==> config.mk <==
export PLATFORM = sky130hd
export DESIGN_NAME = mux8_rr_scheduler
export DESIGN_NICKNAME = d
export VERILOG_FILES = /design/src/rtl/mux8_rr_scheduler.sv
export SDC_FILE = /design/constraint.sdc
export NUM_CORES = 1
export LEC_CHECK = 0
export ABC_AREA = 1
export BUFFER_PORTS_ARGS = -buffer_cell sky130_fd_sc_hd__buf_2
export CAP_MARGIN = 20
export CORE_MARGIN = 5
export CORE_UTILIZATION = 50
export CTS_BUF_LIST = sky130_fd_sc_hd__clkbuf_8
export DETAILED_ROUTE_END_ITERATION = 7
export GPL_TIMING_DRIVEN = 0
export HOLD_SLACK_MARGIN = 0.08
export PLACE_DENSITY_LB_ADDON = 0.25
export REMOVE_ABC_BUFFERS = 1
export SYNTH_ARGS = -nofsm -noshare
export SYNTH_HDL_FRONTEND = slang
export SYNTH_SLANG_ARGS = --single-unit
==> constraint.sdc <==
create_clock -name clk -period 2.5 [get_ports clk]
set_input_delay 0.125 -clock clk [delete_from_list [all_inputs] [get_ports clk]]
set_output_delay 0.125 -clock clk [all_outputs]
set_load 0.01 [all_outputs]
==> src/rtl/mux8_rr_scheduler.sv <==
// mux8_rr_scheduler: round-robin arbiter driving a shared 8:1 bit mux.
// A grant lasts up to MAX_HOLD cycles. When a grant ends, the next requester
// is chosen from the one after the outgoing requester, with no idle cycle.
module mux8_rr_scheduler #(
  parameter int MAX_HOLD = 4
) (
  input  logic       clk,
  input  logic       rst,
  input  logic [7:0] req,
  input  logic [7:0] data_in,
  output logic [7:0] gnt,
  output logic [2:0] sel,
  output logic       busy,
  output logic       data_out
);

  localparam logic [7:0] HOLD_LIM = 8'(MAX_HOLD);

  typedef enum logic {
    ST_IDLE  = 1'b0,
    ST_GRANT = 1'b1
  } state_t;

  state_t     r_state, w_state_nxt;
  logic [2:0] r_ptr,   w_ptr_nxt;
  logic [7:0] r_cnt,   w_cnt_nxt;
  logic [7:0] r_gnt,   w_gnt_nxt;
  logic [2:0] r_sel,   w_sel_nxt;
  logic       r_busy,  w_busy_nxt;

  logic [3:0] w_idle_pick;
  logic [3:0] w_rel_pick;
  logic       w_release;

  // Round-robin search: {found, index} of the first set bit at start, start+1, ... mod 8.
  function automatic logic [3:0] f_search(input logic [7:0] v, input logic [2:0] start);
    logic [3:0] res;
    logic [2:0] idx;
    res = 4'b0000;
    // Walk from the farthest slot back to start so that the nearest hit wins.
    for (int i = 7; i >= 0; i--) begin
      idx = start + 3'(i);
      if (v[idx]) res = {1'b1, idx};
    end
    return res;
  endfunction

  function automatic logic [7:0] f_onehot(input logic [2:0] idx);
    return 8'b1 << idx;
  endfunction

  assign w_idle_pick = f_search(req, r_ptr);
  assign w_rel_pick  = f_search(req, r_sel + 3'd1);
  assign w_release   = !req[r_sel] || (r_cnt >= HOLD_LIM);

  // State register: FSM state, pointer, hold counter and registered outputs.
  always_ff @(posedge clk) begin
    if (rst) begin
      r_state <= ST_IDLE;
      r_ptr   <= 3'd0;
      r_cnt   <= 8'd0;
      r_gnt   <= 8'd0;
      r_sel   <= 3'd0;
      r_busy  <= 1'b0;
    end else begin
      r_state <= w_state_nxt;
      r_ptr   <= w_ptr_nxt;
      r_cnt   <= w_cnt_nxt;
      r_gnt   <= w_gnt_nxt;
      r_sel   <= w_sel_nxt;
      r_busy  <= w_busy_nxt;
    end
  end

  // Next-state logic: start, hold, hand over or drop the grant.
  always_comb begin
    w_state_nxt = r_state;
    w_ptr_nxt   = r_ptr;
    w_cnt_nxt   = r_cnt;
    w_gnt_nxt   = r_gnt;
    w_sel_nxt   = r_sel;
    w_busy_nxt  = r_busy;
    case (r_state)
      ST_IDLE: begin
        if (w_idle_pick[3]) begin
          w_state_nxt = ST_GRANT;
          w_gnt_nxt   = f_onehot(w_idle_pick[2:0]);
          w_sel_nxt   = w_idle_pick[2:0];
          w_busy_nxt  = 1'b1;
          w_cnt_nxt   = 8'd1;
        end else begin
          w_gnt_nxt  = 8'd0;
          w_busy_nxt = 1'b0;
        end
      end
      ST_GRANT: begin
        if (!w_release) begin
          w_cnt_nxt = r_cnt + 8'd1;
        end else begin
          // The pointer always moves past the outgoing requester, even when it is re-granted.
          w_ptr_nxt = r_sel + 3'd1;
          if (w_rel_pick[3]) begin
            w_gnt_nxt = f_onehot(w_rel_pick[2:0]);
            w_sel_nxt = w_rel_pick[2:0];
            w_cnt_nxt = 8'd1;
          end else begin
            w_state_nxt = ST_IDLE;
            w_gnt_nxt   = 8'd0;
            w_busy_nxt  = 1'b0;
            w_cnt_nxt   = 8'd0;
          end
        end
      end
      default: begin
        w_state_nxt = ST_IDLE;
        w_gnt_nxt   = 8'd0;
        w_busy_nxt  = 1'b0;
        w_cnt_nxt   = 8'd0;
      end
    endcase
  end

  // Output logic: registered grant outputs plus the gated mux data path.
  always_comb begin
    gnt      = r_gnt;
    sel      = r_sel;
    busy     = r_busy;
    data_out = data_in[r_sel] & r_busy;
  end

endmodule
==> flow_metrics.py <==
metrics = {
    "synthesis": {
        "synth_common_cells": "nand2_1, nand3_1, inv_1",
        "synth_cell_types": 36,
        "synth-edff-count": 0,
        "synth_top_area_share": 0.210,
        "synthMuxAreaShare": 0,
        "synth_top_family_by_area": "simple AND/OR/NAND/NOR gates",
        "syn_area_per_cell_sq_um": 5.90,
        "ys.flop_type": "dfxtp_1",
        "netlist_instances": 477,
        "seq_area_frac_synth": 0.171,
        "synth-xor-area-share": 0.00311,
        "synth_area_leaders": "nand2_1, dfxtp_1, nand3_1, inv_1, nand2_4",
        "yosysTopAreaCell": "nand2_1",
        "synth_simple_gate_area_share": 0.560,
        "synth_compound_area_frac": 0.103,
        "ys_ff_latch": 24,
        "syn_area_sq_um": 2810,
        "synthMostInstantiatedCell": "nand2_1",
        "synth_warnings": 0,
        "synthArstFlopShare": 0,
        "synthAdderAreaFrac": 0.0222,
    },
    "timing": {
        "post-route-period-util": 0.934,
        "worstMarginPinSlew_ns": 0.452,
        "finClkSkew_ns": 0.00440,
        "fin_crit_ns": 2.34,
        "max_freq_mhz": 428,
        "slew_headroom": 0.699,
        "finalHoldViolations": 0,
        "finalSetupViolCount": 0,
        "final_max_slew_viol_count": 0,
        "setup_slack_ns": 0.164,
    },
    "critical_path": {
        "start_kind": "register",
        "endpoint_kind": "register",
        "crit_slowest_cell": "dfxtp_4",
        "critPathArrivalTime_ns": 2.55,
        "crit_required_ns": 2.72,
        "critPathLaunch": "r_ptr[0]",
        "max_stage_delay_ns": 0.42,
        "cp_max_fo": 9,
        "criticalPathCategory": "reg -> reg",
        "crit_chain": "inv_4 > ha_4 > inv_2 > nand3_1 > nand3_1 > nand2_2 > nor2_4 > nand4_1 > nor2_4 > inv_2 > nor2_4 > inv_2 > o21ai_1 > o21ai_1 > inv_1",
        "worstReg2RegStart": "r_ptr[0]",
    },
    "floorplan": {
        "die_y_um": 85,
        "die_width_um": 85,
        "floorplan.initialDensity": 0.514,
        "pin_count": 31,
        "die_area_sq_um": 7230,
        "rows": 27,
        "core_sq_um": 5470,
    },
    "finish": {
        "fin_area_sq_um": 3100,
        "area_growth_pct": 10.3,
        "drive_gt1_frac": 0.246,
        "fillers": 561,
        "layout.nets": 528,
        "antenna_cells": 0,
    },
    "clock_tree": {
        "clkTransAtPathRegs_ns": 0.08,
        "worstSkewPairLatency_ns": 0.27,
        "clockBufferDepth": 2,
        "cts_buffers": 3,
        "cts_tree": "built",
        "cts_root_buf": "clkbuf_8",
        "ctsHtreeMaxLevel": 1,
        "cts_sinks": 24,
    },
    "grt": {
        "grt_pass1_wl_mm": 11.9,
        "gr-max-usage-layer": "met2",
        "antenna_found_initial": 0,
        "grtUsageTotal": 0.190,
        "grt.met1_usage": 0.254,
        "met3_usage": 0.0301,
        "use_met2": 0.324,
        "grt_pass1_vias": 2747,
        "grt_overflow": 0,
        "grt_max_degree": 19,
    },
    "job": {
        "cap_viol_max_count": 0,
    },
    "power": {
        "peakVddDrop_mv": 0.734,
        "p_per_area_nw_per_um2": 1540,
        "p_leak_nw": 1.70,
    },
    "placement": {
        "dpl.hpwl_mm": 5.33,
        "port_buffers": 30,
        "gp_congestion": 0.913,
        "place_ws_ns": -0.586,
        "postPlaceCellArea_sq_um": 2960,
    },
    "route": {
        "drc": 0,
        "avgViaCountPerCell": 5.29,
        "via_count": 3047,
        "firstDrtPassIters": 4,
        "post_drt_wl_per_cell_um": 11.9,
        "detail-route-antenna-nets": 0,
        "drt_iter0_markers": 144,
        "drt_wl_total_mm": 6.88,
    },
    "worst_hold_path": {
        "min-delay-start": "rst",
        "worstHoldPathType": "in -> reg",
    },
    "status": {
        "outcome": "finished clean",
    },
}
## report_power, final
group          internal [mW]  leakage, nW  switching (mW)  total, mW
clock network          0.141       0.0288           0.123      0.264
logic                   1.32         1.47            2.61       3.92
registers              0.491        0.200           0.115      0.606
total                   1.95         1.70            2.84       4.79
## flip-flops by register name, summed over array words and instances (netlist names)
signal and flops:
gnt 8, r_cnt 8, r_ptr 3, sel 3, busy 1, r_state 1
## cell usage in the layout, fill, tap and decap left out, types with 3 or more instances in the layout
cell,netlist,final
nand2_1,157,156
nand3_1,68,68
inv_1,58,58
buf_2,2,30
a21oi_1,20,20
nor2_1,20,19
dfxtp_1,24,19
inv_2,19,17
nand2_2,17,17
nand2_4,12,13
o21ai_0,12,12
nand4_1,8,8
nand3_2,7,7
o21ai_1,7,7
nor2_4,5,6
nor3_1,5,5
inv_4,2,4
clkbuf_8,0,4
buf_4,3,4
a221oi_2,3,3
ha_1,5,3
dfxtp_4,0,3
## metrics by stage
stage          power [mW]   util  TNS [ns]  cells  hold WS [ns]
6_report             4.79  0.567         0    576         0.164
5_1_grt              5.37  0.567   -0.0712    576         0.164
4_1_cts              4.67  0.555         0    573         0.163
3_5_place_dp         4.36  0.541     -7.32    568         0.436
3_3_place_gp         4.30  0.541     -7.39    568         0.436
2_1_floorplan        3.65      -    -0.608    466         0.191
## worst max-delay path, delay by kind of cell (launching register included)
kind / cells / cell delay (ns)
AOI/OAI and AO/OA: 2 / 0.20
adders and majority gates: 1 / 0.28
buffers and inverters: 5 / 0.40
DFF: 1 / 0.42
and+or+nand+nor: 7 / 0.98
## final timing paths
path | to | slack (ns) | depth (start not counted)
worst max-delay path | r_cnt[0] | 0.16 | 15
worst min register to register | r_cnt[7] | 0.45 | 2
worst max register to register | r_cnt[0] | 0.16 | 15
worst min-delay path | r_cnt[5] | 0.16 | 2
## cells by family after synthesis
| logic type | after synthesis |
|---|---|
| compound gates | 48 |
| xor+xnor | 1 |
| fa+ha+maj | 5 |
| buf+inv | 90 |
| flops | 24 |
| simple gates | 309 |
## cell type report
cell class              count  area [sq um]  area share
clock buffers               4          55.1      0.0177
multi-input cells         363          1980       0.637
flip-flops and latches     24           494       0.159
inverters                  79           307      0.0988
repair buffers             34           180      0.0581
well taps                  72          90.1      0.0290
## routing by layer
metal / wire length [um] / vias up
met1: 3130 / 1366
li1: - / 1582
met4: 68 / 0
met2: 3300 / 89
met5: 0 / -
met3: 383 / 10
## repair_timing
item                                    4_1_cts  5_1_grt
setup buffers                                 1        3
resized for setup                             9        9
hold buffers                                  0        0
pin swaps                                     0        2
endpoints found under the setup margin       19       17
No activity file was read; power rests on OpenSTA's default activity.
